`src/rtl/ram_rd_pkg.sv`:
```
// Shared types and sizing for the tensor-RAM burst read path.
package ram_rd_pkg;

    localparam int unsigned RD_FIFO_DEPTH = 2;
    localparam int unsigned RD_CNT_W      = 2;

    typedef enum logic [1:0] {
        IDLE  = 2'd0,
        READ  = 2'd1,
        DRAIN = 2'd2
    } rd_state_t;

endpackage

```
`src/rtl/rd_skid_fifo.sv`:
```
// Two-entry {last, data} FIFO with fall-through when empty, so a word
// returning from the RAM is presented on the stream in the same cycle.
module rd_skid_fifo
    import ram_rd_pkg::*;
#(
    parameter int unsigned DATA_WIDTH = 16
) (
    input  logic                  clka,
    input  logic                  rsta,
    input  logic                  push,
    input  logic                  push_last,
    input  logic [DATA_WIDTH-1:0] push_data,
    input  logic                  pop,
    output logic                  out_valid,
    output logic                  out_last,
    output logic [DATA_WIDTH-1:0] out_data,
    output logic [RD_CNT_W-1:0]   count
);

    logic [DATA_WIDTH:0]  mem_q [RD_FIFO_DEPTH];
    logic [DATA_WIDTH:0]  mem_d [RD_FIFO_DEPTH];
    logic                 wr_ptr_q, wr_ptr_d;
    logic                 rd_ptr_q, rd_ptr_d;
    logic [RD_CNT_W-1:0]  count_q, count_d;
    logic                 empty;
    logic                 store;
    logic                 take;

    // Head selection, bypass, and pointer/occupancy update
    always_comb begin
        empty     = (count_q == '0);
        out_valid = !empty || push;
        out_data  = '0;
        out_last  = 1'b0;
        if (!empty) begin
            out_data = mem_q[rd_ptr_q][DATA_WIDTH-1:0];
            out_last = mem_q[rd_ptr_q][DATA_WIDTH];
        end else if (push) begin
            out_data = push_data;
            out_last = push_last;
        end

        take  = pop && !empty;
        // A word that bypasses straight out of an empty FIFO is never stored
        store = push && !(empty && pop) &&
                ((count_q < RD_CNT_W'(RD_FIFO_DEPTH)) || take);

        mem_d = mem_q;
        if (store) begin
            mem_d[wr_ptr_q] = {push_last, push_data};
        end
        wr_ptr_d = wr_ptr_q ^ store;
        rd_ptr_d = rd_ptr_q ^ take;
        count_d  = count_q + RD_CNT_W'(store) - RD_CNT_W'(take);
    end

    // Storage, pointers and occupancy
    always_ff @(posedge clka) begin
        if (rsta) begin
            for (int i = 0; i < int'(RD_FIFO_DEPTH); i++) begin
                mem_q[i] <= '0;
            end
            wr_ptr_q <= 1'b0;
            rd_ptr_q <= 1'b0;
            count_q  <= '0;
        end else begin
            mem_q    <= mem_d;
            wr_ptr_q <= wr_ptr_d;
            rd_ptr_q <= rd_ptr_d;
            count_q  <= count_d;
        end
    end

    assign count = count_q;

endmodule

```
`src/rtl/ram_burst_reader.sv`:
```
// Burst read initiator for the single-port tensor RAM: issues reads with
// credit-based pacing and streams the returned words out valid/ready.
module ram_burst_reader
    import ram_rd_pkg::*;
#(
    parameter int unsigned ADDR_SIZE  = 8,
    parameter int unsigned DATA_WIDTH = 16,
    parameter int unsigned MEM_LENGTH = 256,
    parameter int unsigned LEN_WIDTH  = 16
) (
    input  logic                  clka,
    input  logic                  rsta,
    input  logic                  start,
    input  logic [ADDR_SIZE-1:0]  base_addr,
    input  logic [LEN_WIDTH-1:0]  burst_len,
    output logic                  busy,
    output logic                  done,
    output logic                  ram_ena,
    output logic                  ram_wea,
    output logic [ADDR_SIZE-1:0]  ram_addra,
    input  logic [DATA_WIDTH-1:0] ram_douta,
    output logic                  m_valid,
    input  logic                  m_ready,
    output logic [DATA_WIDTH-1:0] m_data,
    output logic                  m_last
);

    rd_state_t             state_q, state_d;
    logic [ADDR_SIZE-1:0]  cur_addr_q, cur_addr_d;
    logic [LEN_WIDTH-1:0]  remain_q, remain_d;
    logic                  busy_q, busy_d;
    logic                  done_q, done_d;
    logic                  inflight_q, inflight_d;
    logic                  inflight_last_q, inflight_last_d;

    logic                  pop_c;
    logic                  room_c;
    logic                  issue_c;
    logic                  last_issue_c;
    logic                  fifo_valid;
    logic                  fifo_last;
    logic [RD_CNT_W-1:0]   fifo_count;

    rd_skid_fifo #(
        .DATA_WIDTH (DATA_WIDTH)
    ) u_fifo (
        .clka      (clka),
        .rsta      (rsta),
        .push      (inflight_q),
        .push_last (inflight_last_q),
        .push_data (ram_douta),
        .pop       (pop_c),
        .out_valid (fifo_valid),
        .out_last  (fifo_last),
        .out_data  (m_data),
        .count     (fifo_count)
    );

    // Issue only if the word will still fit once it lands next cycle
    always_comb begin
        pop_c        = fifo_valid && m_ready;
        room_c       = (3'(fifo_count) + 3'(inflight_q)) < (3'(RD_FIFO_DEPTH) + 3'(pop_c));
        issue_c      = (state_q == READ) && (remain_q != '0) && room_c;
        last_issue_c = issue_c && (remain_q == LEN_WIDTH'(1));
    end

    // State register
    always_ff @(posedge clka) begin
        if (rsta) begin
            state_q <= IDLE;
        end else begin
            state_q <= state_d;
        end
    end

    // Next-state logic
    always_comb begin
        state_d = state_q;
        unique case (state_q)
            IDLE:    if (start && (burst_len != '0)) state_d = READ;
            READ:    if (last_issue_c)               state_d = DRAIN;
            DRAIN:   if (pop_c && fifo_last)         state_d = IDLE;
            default: state_d = IDLE;
        endcase
    end

    // Command latch, address/count stepping and status outputs
    always_comb begin
        cur_addr_d      = cur_addr_q;
        remain_d        = remain_q;
        inflight_d      = issue_c;
        inflight_last_d = last_issue_c;
        busy_d          = (state_d != IDLE);
        done_d          = 1'b0;

        if ((state_q == IDLE) && start) begin
            cur_addr_d = base_addr;
            remain_d   = burst_len;
            done_d     = (burst_len == '0);
        end

        if (issue_c) begin
            remain_d   = remain_q - LEN_WIDTH'(1);
            cur_addr_d = (cur_addr_q == ADDR_SIZE'(MEM_LENGTH - 1)) ? '0
                                                                   : cur_addr_q + ADDR_SIZE'(1);
        end

        if ((state_q == DRAIN) && pop_c && fifo_last) begin
            done_d = 1'b1;
        end
    end

    // Datapath and status registers
    always_ff @(posedge clka) begin
        if (rsta) begin
            cur_addr_q      <= '0;
            remain_q        <= '0;
            busy_q          <= 1'b0;
            done_q          <= 1'b0;
            inflight_q      <= 1'b0;
            inflight_last_q <= 1'b0;
        end else begin
            cur_addr_q      <= cur_addr_d;
            remain_q        <= remain_d;
            busy_q          <= busy_d;
            done_q          <= done_d;
            inflight_q      <= inflight_d;
            inflight_last_q <= inflight_last_d;
        end
    end

    assign busy      = busy_q;
    assign done      = done_q;
    assign ram_ena   = issue_c;
    assign ram_wea   = 1'b0;
    assign ram_addra = cur_addr_q;
    assign m_valid   = fifo_valid;
    assign m_last    = fifo_last;

endmodule

```
`config.mk`:
```
export PLATFORM = sky130hd
export DESIGN_NAME = ram_burst_reader
export DESIGN_NICKNAME = d
export VERILOG_FILES = /design/src/rtl/ram_rd_pkg.sv /design/src/rtl/rd_skid_fifo.sv /design/src/rtl/ram_burst_reader.sv
export SDC_FILE = /design/constraint.sdc
export NUM_CORES = 1
export LEC_CHECK = 0
export ABC_AREA = 1
export CAP_MARGIN = 0
export CORE_MARGIN = 5
export CORE_UTILIZATION = 28
export DETAILED_ROUTE_END_ITERATION = 8
export SLEW_MARGIN = 20
export SYNTH_ARGS = -nofsm -noshare
export SYNTH_HDL_FRONTEND = slang
export SYNTH_SLANG_ARGS = --single-unit
```
`constraint.sdc`:
```
create_clock -name clka -period 1.9 [get_ports clka]
set_input_delay 0.285 -clock clka [delete_from_list [all_inputs] [get_ports clka]]
set_output_delay 0.285 -clock clka [all_outputs]
set_load 0.02 [all_outputs]
```
; Word-level counts from Yosys, hierarchy flattened
; Cells that the tools add are included.
[op_classes]
addsub = 6
magnitude_cmp = 5
eq_ne = 4
muxes = 21
n_bitwise = 4
reduce_logical = 25
[op_table]
columns = op, n
row1 = $mux W17, 4
row2 = $mux W16, 4
row3 = $bwmux W34, 1
row4 = $reduce_bool A16 Y1, 2
row5 = $mux W8, 3
row6 = $demux W17 S1, 1
row7 = $eq A16 B1 Y1 const B, 1
row8 = $logic_not A16 Y1, 1
row9 = $sub A16 B1 Y16 const B, 1
row10 = $logic_and A1 B1 Y1, 14
row11 = $add A8 B1 Y8 const B, 1
row12 = $eq A8 B8 Y1 const B, 1
row13 = $mux W2, 3
row14 = $pmux W2 S3, 1
row15 = $ge A2 B2 Y1 const B, 2
row16 = $logic_not A2 Y1, 2
row17 = $mux W1, 4
row18 = $not A1 Y2, 2
row19 = $reduce_bool A2 Y1, 2
row20 = $add A2 B1 Y3, 1
row21 = $add A2 B1 Y3 const A, 1
row22 = $lt A3 B3 Y1, 1
row23 = $add A2 B1 Y2, 1
row24 = $eq A2 B1 Y1 const B, 1
row25 = 7 further kinds, 10
[totals]
regBits = 68
in_bits = 44
output_inout_bits = 30
word_cells = 77

; Longest topological paths before layout
; Gate-level depths: netlist of the first run.
[depth]
ltp_word = 11
ltp_mapped = 12
ltp_nobuf = 11

; Hierarchy
; A second synthesis of the first run with hierarchy kept.
[hier_totals]
cells_unflattened = 606
hier_area_um2 = 3885.0
[modules_own_cells]
columns = mod, n_inst, cells_each, area_each_um2, seq_area_each_um2
row1 = ram_burst_reader, 1, 328, 1988.2, 600.6
row2 = rd_skid_fifo, 1, 278, 1896.8, 760.7

; Least setup slack after synthesis of the first run
; OpenSTA, ideal clock, no wires.
[synth_timing]
path_type = reg2reg
from = register u_fifo.count_q[1] (netlist: u_fifo.count[1])
to = register u_fifo.mem_q[18] (netlist bit)
setup_time_ps = 116
arrival_ps = 1790
required_ps = 1784
path_slack_ps = -6
path_stages_with_launch = 11
path_buffers = 2
synth_period_minus_slack_ps = 1906
cell_sequence = dfxtp_1 -> nor2_4 -> nor2_1 -> nor2_1 -> nor2_1 -> ha_1 -> clkbuf_1 -> clkinv_1 -> clkbuf_1 -> nor2_1 -> nor2_1
[synth_via]
elab_chain_cells = 8
elab_cells_between_ends = 11
classes_between = order compare (1) / reduce/logical (10)
[synth_rtl]
columns = item, line
row1 = start: declaration, rd_skid_fifo.sv:24  ; logic [RD_CNT_W-1:0] count_q, count_d;
row2 = start signal: assignment, rd_skid_fifo.sv:70  ; count_q <= count_d;
row3 = $logic_not A2 Y1, rd_skid_fifo.sv:31  ; empty = (count_q == '0);
row4 = $logic_not A1 Y1, "rd_skid_fifo.sv:32, rd_skid_fifo.sv:43"
row5 = $logic_or A1 B1 Y1, rd_skid_fifo.sv:32  ; out_valid = !empty || push;
row6 = $logic_and A1 B1 Y1, ram_burst_reader.sv:61  ; pop_c = fifo_valid && m_ready;
row7 = $logic_and A1 B1 Y1, rd_skid_fifo.sv:45  ; store = push && !(empty && pop) &&
row8 = $logic_not A1 Y1, rd_skid_fifo.sv:45
row9 = $logic_and A1 B1 Y1, rd_skid_fifo.sv:45
row10 = $logic_and A1 B1 Y1 *, rd_skid_fifo.sv:45
row11 = end signal: assignment, rd_skid_fifo.sv:67  ; mem_q <= mem_d;
row12 = end: declaration, rd_skid_fifo.sv:20  ; logic [DATA_WIDTH:0] mem_q [RD_FIFO_DEPTH];
; Every way passes the cells marked *; elsewhere a longest branch is shown, timed or not.
; A chain may end at the register's enable or synchronous reset.

; Worst setup path in the final report of the first run
[layout_timing]
from = register u_fifo.count_q[1] (netlist: u_fifo.count[1])
to = output port m_data[10]
[layout_via]
elab_chain_cells = 2
[layout_rtl]
columns = item, line
row1 = $logic_not A2 Y1, rd_skid_fifo.sv:31
row2 = $mux W16, rd_skid_fifo.sv:35  ; if (!empty) begin
row3 = end: declaration, ram_burst_reader.sv:24  ; output logic [DATA_WIDTH-1:0] m_data,
; No other way between the ends.

==> metrics.log, run 1 <==
INFO  metric chipHeight = 127.7 um
INFO  metric core.rowCount = 43
INFO  metric grt_use_met3 = 3.375%
INFO  metric adder_cell_share_of_the_synthesized_area = 2.902%
INFO  metric synthesis.nets = 673
INFO  metric dp_hpwl = 8360 um
INFO  metric critPathCaptureType = output pin
INFO  metric grt_start_max_net_pins = 39
INFO  metric worstSkewPairLatency = 0.33 ns
INFO  metric critical_path_required = 1.62 ns
INFO  metric multi_input_area = 2137 sq um
INFO  metric cts_buffers = 9
INFO  metric grt_overflow_total = 0
INFO  metric cts_buffer_depth = 2
INFO  metric n_fill_cell = 1474
INFO  metric critical_path.startpoint_type = register
INFO  metric synthesis.yosys.warnings = 0
INFO  metric floorplan.initialDensity = 28.28%
INFO  metric groute.layer.met1.usage = 18.71%
INFO  metric crit_arrival = 1.59 ns
INFO  metric layout_cells_sized_above_1 = 16.29%
INFO  metric dpl-instance-area = 5270 sq um
INFO  metric dpl_worst_slack = -0.1849 ns
INFO  metric synthArstFlopShare = 0%
INFO  metric top_level_i_o_count = 74
INFO  metric grt_usage = 14.71%
INFO  metric syn-instance-count = 620
INFO  metric first_global_vias = 3971
INFO  metric synth-simple-area-share = 34.70%
INFO  metric final_nets = 797
INFO  metric synth.mux.area_fraction = 0%
INFO  metric worst_ir_drop_vdd = 845.6 uV
INFO  metric area_growth_syn_to_layout = 43.53%
INFO  metric hold_path_startpoint = u_fifo.mem_q[9]
INFO  metric totalPowerFinal = 6.883 mW
INFO  metric ff2ff_path_depth = 10
INFO  metric grt_setup_unrepaired = yes
INFO  metric hold_path_class = register to register
INFO  metric setup_total_negative_slack = 0 ns
INFO  metric largest_family_of_logic_cells_by_synthesized_area = simple AND/OR/NAND/NOR gates
INFO  metric min_delay_path_depth = 2
INFO  metric synth-edff-count = 0
INFO  metric worst_hold_slack = 0.5005 ns
INFO  metric postRouteAntennaNets = 0
INFO  metric final_area = 5569 sq um
INFO  metric routed_vias_inst = 4.473
INFO  metric status = finished, final reports clean
INFO  metric drc = 0
INFO  metric setup_violations = 0
INFO  metric yosys.area_share.xor_xnor = 2.032%
INFO  metric ys_seq_area_share = 35.09%
INFO  metric worstHoldEndpoint = u_fifo.mem_q[9]
INFO  metric timing.rr.end = u_fifo.count[1]
INFO  metric ctsHtreeMaxLevel = 3
INFO  metric timing.max_cap.violations = 0
INFO  metric ff2ff_setup_slack = 0.04 ns
INFO  metric pins_over_their_slew_limit = 0
INFO  metric setup.worst_path.class = register to output pin
INFO  metric cts_tree = done
INFO  metric timing.final.hold_violations = 0
INFO  metric synth_compound_gate_area_share = 15.09%
INFO  metric p_leak = 2.719 nW
INFO  metric postSynthAreaPerCell = 6.258 sq um
INFO  metric sequential_cell_area = 1365 sq um
INFO  metric timing.fmax = 532.1 MHz
INFO  metric critical_path.reg2reg.startpoint = u_fifo.count[1]
INFO  metric yosys_most_used_dff = sky130_fd_sc_hd__dfxtp_1
INFO  metric routed_wl_per_cell = 12.47 um
INFO  metric clkSlewWorstSetupHoldPaths = 0.05 ns
INFO  metric fin_crit_sh = 98.91%
INFO  metric antenna_cells = 0
INFO  metric numClockSinks = 68
INFO  metric vias = 4155
INFO  metric cp_max_fo = 17
INFO  metric routability_congestion_estimate_from_global_placement = 0.8430
INFO  metric postSynthRegisterBits = 68
INFO  metric timing.clock.skew = 0.005967 ns
INFO  metric final.min_clock_period = 1.879 ns
INFO  metric finalWorstSetupSlack = 0.02062 ns
INFO  metric grt_busiest_layer = met2
INFO  metric place.port_buffers = 72
INFO  metric initial_drt_pass_iterations = 5
INFO  metric global_route.usage.met2 = 25.12%
INFO  metric post_synth_num_cell_types = 28
INFO  metric drtIter0Drc = 235
INFO  metric grt_pass1_wl = 19440 um
INFO  metric floorplan.die.width = 127.7 um
INFO  metric power.density_cell_area = 1236 nW/um^2
INFO  metric routed_wirelength = 11580 um
INFO  metric design.die.area = 16310 sq um
INFO  metric synth_area = 3880 sq um
INFO  metric fp.coreArea = 13720 sq um
INFO  metric cts-root-buf = sky130_fd_sc_hd__clkbuf_16
INFO  metric antenna_found_initial = 0
-- sequential cells by signal (all words and copies together) (netlist names) --
register and count:
busy 1, u_fifo.mem_q 34, state_q 2, inflight_last_q 1
ram_addra 8, u_fifo.count 2, u_fifo.rd_ptr_q 1, remain_q 16
done 1, inflight_q 1, u_fifo.wr_ptr_q 1
-- critical path, cell delays in order, from the launching register on --
cell,delay [ns]
sky130_fd_sc_hd__dfxtp_2,0.34
sky130_fd_sc_hd__nor2_4,0.23
sky130_fd_sc_hd__buf_12,0.18
sky130_fd_sc_hd__buf_4,0.12
sky130_fd_sc_hd__a21oi_1,0.04
sky130_fd_sc_hd__a22oi_1,0.17
sky130_fd_sc_hd__buf_4,0.18
-- power breakdown --
part | internal, mW | total, mW | switching, mW
Sequential | 1.60 | 1.74 | 0.138
Combinational | 1.43 | 3.33 | 1.90
Clock | 1.18 | 1.81 | 0.633
-- cells in the mapped netlist, drive strengths merged, types with 2 or more instances --
cell type | count | area share, %
nand2 | 146 | 14
ha | 9 | 2.9
clkinv | 3 | 0.29
clkbuf | 23 | 2.2
xor2 | 7 | 1.6
a22oi | 16 | 3.1
o21ai | 58 | 7.5
nand4 | 6 | 0.97
nor3 | 2 | 0.26
buf | 7 | 1.7
nor2 | 137 | 14
a21oi | 33 | 4.3
dfxtp | 68 | 35
nand3 | 37 | 4.9
inv | 61 | 5.9
xnor2 | 2 | 0.45
-- worst max path at each step --
stage / start / to / slack, ns / cells past startpoint
finish: u_fifo.count[1] / m_data[10] / 0.02 / 6
global route: u_fifo.count[1] / m_data[10] / -0.06 / 6
detailed placement: m_ready / ram_ena / -0.18 / 6
global placement: m_ready / ram_ena / -0.18 / 6
floorplan: u_fifo.count[1] / u_fifo.mem_q[10] / 0.05 / 10
CTS: u_fifo.count[0] / m_data[10] / -0.01 / 6
-- logic make-up (layout without fill, tap and decap cells) --
kind of cell / Yosys count / count (layout)
and+or+nand+nor: 331 / 331
AOI/OAI and AO/OA: 108 / 108
buffers and inverters: 94 / 223
DFF: 68 / 68
adders and majority gates: 9 / 9
xor gates and xnor gates: 9 / 9
other: 1 / 1
-- metal layers --
layer | routed length (um) | share of wire (%) | vias up
met5 | 0 | 0 | -
met4 | 53 | 0.46 | 0
met3 | 585 | 5.1 | 4
met2 | 5676 | 49 | 84
met1 | 5265 | 45 | 1849
li1 | - | - | 2218
-- layout by cell type, fill, tap and decap left out, types with 7 or more instances in the layout --
cell type                         count
sky130_fd_sc_hd__o21ai_0             51
sky130_fd_sc_hd__a22oi_1             15
sky130_fd_sc_hd__nor2_1             132
sky130_fd_sc_hd__clkbuf_16            9
sky130_fd_sc_hd__o21ai_1              7
sky130_fd_sc_hd__nand3_1             36
sky130_fd_sc_hd__buf_2               13
sky130_fd_sc_hd__a21oi_1             33
sky130_fd_sc_hd__ha_1                 8
sky130_fd_sc_hd__dfxtp_1             65
sky130_fd_sc_hd__xor2_1               7
sky130_fd_sc_hd__buf_4               66
sky130_fd_sc_hd__clkdlybuf4s50_1     53
sky130_fd_sc_hd__nand2_1            143
sky130_fd_sc_hd__inv_1               60
-- what timing repair did --
action,4_1_cts,5_1_grt
setup buffers,1,0
cloned,1,0
gates resized for setup,79,11
hold buffers,0,0
setup endpoints to repair,19,10
pin swaps,0,1
-- per-stage QoR --
step,instances,utilization (%)
final,929,40.59
after global routing,929,40.59
after CTS,929,40.37
after detailed placement,911,38.41
after global placement,911,38.41
after floorplan,620,-
-- cell type report --
cell class | count | area share, %
well taps | 180 | 4.044
clock buffers | 11 | 4.359
clock inverters | 5 | 1.348
flip-flops and latches | 68 | 24.51
multi-input cells | 458 | 38.37
inverters | 64 | 4.359
repair buffers | 143 | 23.01
No activity file was read; power rests on OpenSTA's default activity.
==> run 2: changes to the inputs <==
--- a/config.mk
+++ b/config.mk
@@ -8,9 +8,11 @@
 export ABC_AREA = 1
 export CAP_MARGIN = 0
 export CORE_MARGIN = 5
-export CORE_UTILIZATION = 28
+export CORE_UTILIZATION = 47
 export DETAILED_ROUTE_END_ITERATION = 8
+export PLACE_DENSITY = 0.76
 export SLEW_MARGIN = 20
 export SYNTH_ARGS = -nofsm -noshare
 export SYNTH_HDL_FRONTEND = slang
+export SYNTH_HIERARCHICAL = 1
 export SYNTH_SLANG_ARGS = --single-unit
==> metrics.log, run 2 <==
INFO  metric chipHeight = 100.9 um (-21%)
INFO  metric cts_buffer_depth = 2 (unchanged)
INFO  metric finalWorstSetupSlack = -0.1631 ns (-0.1837 ns)
INFO  metric cts_tree = done
INFO  metric yosys_most_used_dff = sky130_fd_sc_hd__dfxtp_1
INFO  metric routability_congestion_estimate_from_global_placement = 0.8691 (+3.1%)
INFO  metric totalPowerFinal = 4.464 mW (-35%)
INFO  metric routed_wirelength = 11810 um (+2.0%)
INFO  metric regMostFlops = u_fifo/mem_q
INFO  metric power.density_cell_area = 777.3 nW/um^2 (-37%)
INFO  metric dpl-instance-area = 5021 sq um (-4.7%)
INFO  metric min_delay_path_depth = 2 (unchanged)
INFO  metric ctsHtreeMaxLevel = 3 (unchanged)
INFO  metric crit_arrival = 1.78 ns (+0.19 ns)
INFO  metric n_fill_cell = 604 (-59%)
INFO  metric grt_start_max_net_pins = 37 (-5.1%)
INFO  metric floorplan.initialDensity = 47.76% (+19 points)
INFO  metric core.rowCount = 33 (-23%)
INFO  metric hold_path_startpoint = u_fifo/mem_q[33]
INFO  metric syn-instance-count = 606 (-2.3%)
INFO  metric synth_area = 3885 sq um (+0.13%)
INFO  metric ff2ff_setup_slack = -0.14 ns (-0.18 ns)
INFO  metric cts-root-buf = sky130_fd_sc_hd__clkbuf_8
INFO  metric floorplan.die.width = 100.9 um (-21%)
INFO  metric timing.final.hold_violations = 0 (unchanged)
INFO  metric synth_most_common_cell = sky130_fd_sc_hd__nand2_1
INFO  metric grt_pass1_wl = 17440 um (-10%)
INFO  metric timing.fmax = 484.7 MHz (-8.9%)
INFO  metric critPathCaptureType = output pin
INFO  metric postSynthRegisterBits = 68 (unchanged)
INFO  metric antenna_found_initial = 0 (unchanged)
INFO  metric postRouteAntennaNets = 0 (unchanged)
INFO  metric synthesis.yosys.warnings = 6 (+6)
INFO  metric synth-edff-count = 0 (unchanged)
INFO  metric dp_hpwl = 7362 um (-12%)
INFO  metric ys_seq_area_share = 35.04% (-0.045 points)
INFO  metric setup_violations = 52 (+52)
INFO  metric setup_total_negative_slack = -3.139 ns (-3.139 ns)
INFO  metric final_area = 5743 sq um (+3.1%)
INFO  metric yosys.area.top_type_share = 35.04% (-0.045 points)
INFO  metric worst_ir_drop_vdd = 479.0 uV (-43%)
INFO  metric first_global_vias = 4039 (+1.7%)
INFO  metric layout_cells_sized_above_1 = 26.29% (+10 points)
INFO  metric antenna_cells = 0 (unchanged)
INFO  metric critical_path_required = 1.62 ns (about the same)
INFO  metric mostFrequentLayoutCell = sky130_fd_sc_hd__nand2_1
INFO  metric p_leak = 2.613 nW (-3.9%)
INFO  metric routed_vias_inst = 5.278 (+18%)
INFO  metric grt_overflow_total = 0 (unchanged)
INFO  metric worst_hold_slack = 0.4635 ns (-0.03703 ns)
INFO  metric critical_path.reg2reg.startpoint = u_fifo/count[0]
INFO  metric timing.rr.end = u_fifo/count[1]
INFO  metric numClockSinks = 68 (unchanged)
INFO  metric place.port_buffers = 72 (unchanged)
INFO  metric cts.hold.buffers_added = 0 (unchanged)
INFO  metric final_nets = 782 (-1.9%)
INFO  metric violations = negative setup slack
INFO  metric post_synth_num_cell_types = 32 (+14%)
INFO  metric synth.largest_area_cell = sky130_fd_sc_hd__dfxtp_1
INFO  metric vias = 4428 (+6.6%)
INFO  metric synthTopCellsByCount = 136 x sky130_fd_sc_hd__nand2_1, 102 x sky130_fd_sc_hd__nor2_1, 68 x sky130_fd_sc_hd__dfxtp_1
INFO  metric drc = 0 (unchanged)
INFO  metric ff2ff_path_depth = 19 (+9)
INFO  metric timing.clock.skew = 0.009949 ns (+0.003982 ns)
INFO  metric synthArstFlopShare = 0% (unchanged)
INFO  metric setup.worst_path.class = register to output pin
INFO  metric top_level_i_o_count = 74 (unchanged)
INFO  metric routed_wl_per_cell = 14.08 um (+13%)
INFO  metric pins_over_their_slew_limit = 0 (unchanged)
INFO  metric design.die.area = 10180 sq um (-38%)
INFO  metric area_growth_syn_to_layout = 47.83%
INFO  metric final.min_clock_period = 2.063 ns (+0.1837 ns)
INFO  metric sequential_cell_area = 1368 sq um (+0.18%)
INFO  metric drtIter0Drc = 194 (-17%)
INFO  metric timing.max_cap.violations = 0 (unchanged)
INFO  metric clkSlewWorstSetupHoldPaths = 0.08 ns (+0.03 ns)
INFO  metric worstSkewPairLatency = 0.36 ns (+0.03 ns)
INFO  metric cp_max_fo = 2 (-15)
INFO  metric critical_path.startpoint_type = register
INFO  metric initial_drt_pass_iterations = 8 (+3)
INFO  metric layout.cells.most_common_list = 124 x sky130_fd_sc_hd__nand2_1, 100 x sky130_fd_sc_hd__nor2_1, 65 x sky130_fd_sc_hd__dfxtp_1, 53 x sky130_fd_sc_hd__clkdlybuf4s50_1, 51 x sky130_fd_sc_hd__inv_1
INFO  metric fin_crit_sh = 108.6% (+9.7 points)
INFO  metric ys_top_cells_by_area = sky130_fd_sc_hd__dfxtp_1 35%, sky130_fd_sc_hd__nand2_1 13%, sky130_fd_sc_hd__nor2_1 9.9%, sky130_fd_sc_hd__o21ai_0 7.7%, sky130_fd_sc_hd__inv_1 5.9%
INFO  metric synthesis.nets = 659 (-2.1%)
INFO  metric largest_register_ff_count = 34 (unchanged)
INFO  metric fp.coreArea = 8134 sq um (-41%)
INFO  metric multi_input_area = 2384 sq um (+12%)
INFO  metric grt_usage = 20.70% (+6.0 points)
INFO  metric grt_setup_unrepaired = yes
INFO  metric status = finished, violations left
INFO  metric postSynthAreaPerCell = 6.411 sq um (+2.4%)
INFO  metric cts_buffers = 9 (unchanged)
INFO  metric hold_path_class = register to register
INFO  metric worstHoldEndpoint = u_fifo/mem_q[33]
## run 2: cell count changes after synthesis, sizes merged, moves of 2 or more
cell / before / now
xor2: 7 / 3
nand3b: 0 / 3
a22oi: 16 / 0
a21oi: 33 / 39
inv: 61 / 67
nor2: 137 / 108
clkbuf: 23 / 7
nand3: 37 / 39
xnor2: 2 / 4
buf: 7 / 21
o21ai: 58 / 77
clkinv: 3 / 0
## run 2: stage by stage
| stage | worst slack [ns] | std cells | util (%) |
|---|---|---|---|
| 2_1_floorplan | -0.08276 | 606 | - |
| 3_3_place_gp | -0.3116 | 800 | 61.73 |
| 3_5_place_dp | -0.2850 | 800 | 61.73 |
| 4_1_cts | -0.1028 | 824 | 65.16 |
| 5_1_grt | -0.2745 | 839 | 70.60 |
| 6_report | -0.1631 | 839 | 70.60 |
## run 2: worst max-delay path by stage
stage,startpoint,endpoint,slack (ns),cells past startpoint
global route,u_fifo/count[0],u_fifo/count[1],-0.27,19
global placement,m_ready,ram_ena,-0.31,6
finish,u_fifo/count[0],ram_ena,-0.16,11
floorplan,u_fifo/count[1],u_fifo/count[1],-0.08,17
CTS,u_fifo/count[0],u_fifo/count[1],-0.10,18
detailed placement,m_ready,ram_ena,-0.28,6
## run 2: logic make-up after synthesis
| logic type | count (synthesis) | synth area share, % |
|---|---|---|
| AO/OA/AOI/OAI | 118 | 16.20 |
| XOR/XNOR | 7 | 1.578 |
| adder cells (fa/ha/maj) | 9 | 2.899 |
| buffers and inverters | 95 | 10.50 |
| flip-flops | 68 | 35.04 |
| other | 1 | 0.09653 |
| AND/OR/NAND/NOR | 308 | 33.69 |
## run 2: area by class of cell
type / instances / share of cell area [%]
Clock buffer: 9 / 2.157
Clock inverter: 7 / 0.8932
Inverter: 67 / 4.946
Multi-Input combinational cell: 444 / 41.50
Sequential cell: 68 / 23.81
Tap cell: 105 / 2.288
Timing Repair Buffer: 139 / 24.40
## run 2: power breakdown
group	switching (mW)	total (mW)	internal (mW)
clock	0.630	1.11	0.478
combinational	0.944	1.72	0.778
sequential	0.0885	1.63	1.55
## run 2: what timing repair did
action | in CTS | in global routing
setup buffers | 8 | 10
pin swaps | 8 | 14
resized for setup | 101 | 76
setup endpoints to repair | 60 | 67
gates cloned | 0 | 6
## run 2: worst max-delay path: stages (launching register included)
cell                      delay (ns)
sky130_fd_sc_hd__dfxtp_2        0.33
sky130_fd_sc_hd__buf_6          0.11
sky130_fd_sc_hd__inv_2          0.04
sky130_fd_sc_hd__nand2_2        0.04
sky130_fd_sc_hd__or2_4          0.23
sky130_fd_sc_hd__buf_4          0.13
sky130_fd_sc_hd__buf_6          0.10
sky130_fd_sc_hd__nand3_2        0.07
sky130_fd_sc_hd__nand2_2        0.07
sky130_fd_sc_hd__nand2_4        0.11
sky130_fd_sc_hd__a21oi_4        0.05
sky130_fd_sc_hd__buf_6          0.14
## run 2: layer usage
metal | up-vias | track usage, % | wire length (um)
met5 | - | 0 | 0
met4 | 0 | 6.033 | 229
met3 | 27 | 4.983 | 807
met2 | 174 | 37.27 | 6140
met1 | 2050 | 24.25 | 4633
li1 | 2177 | - | -
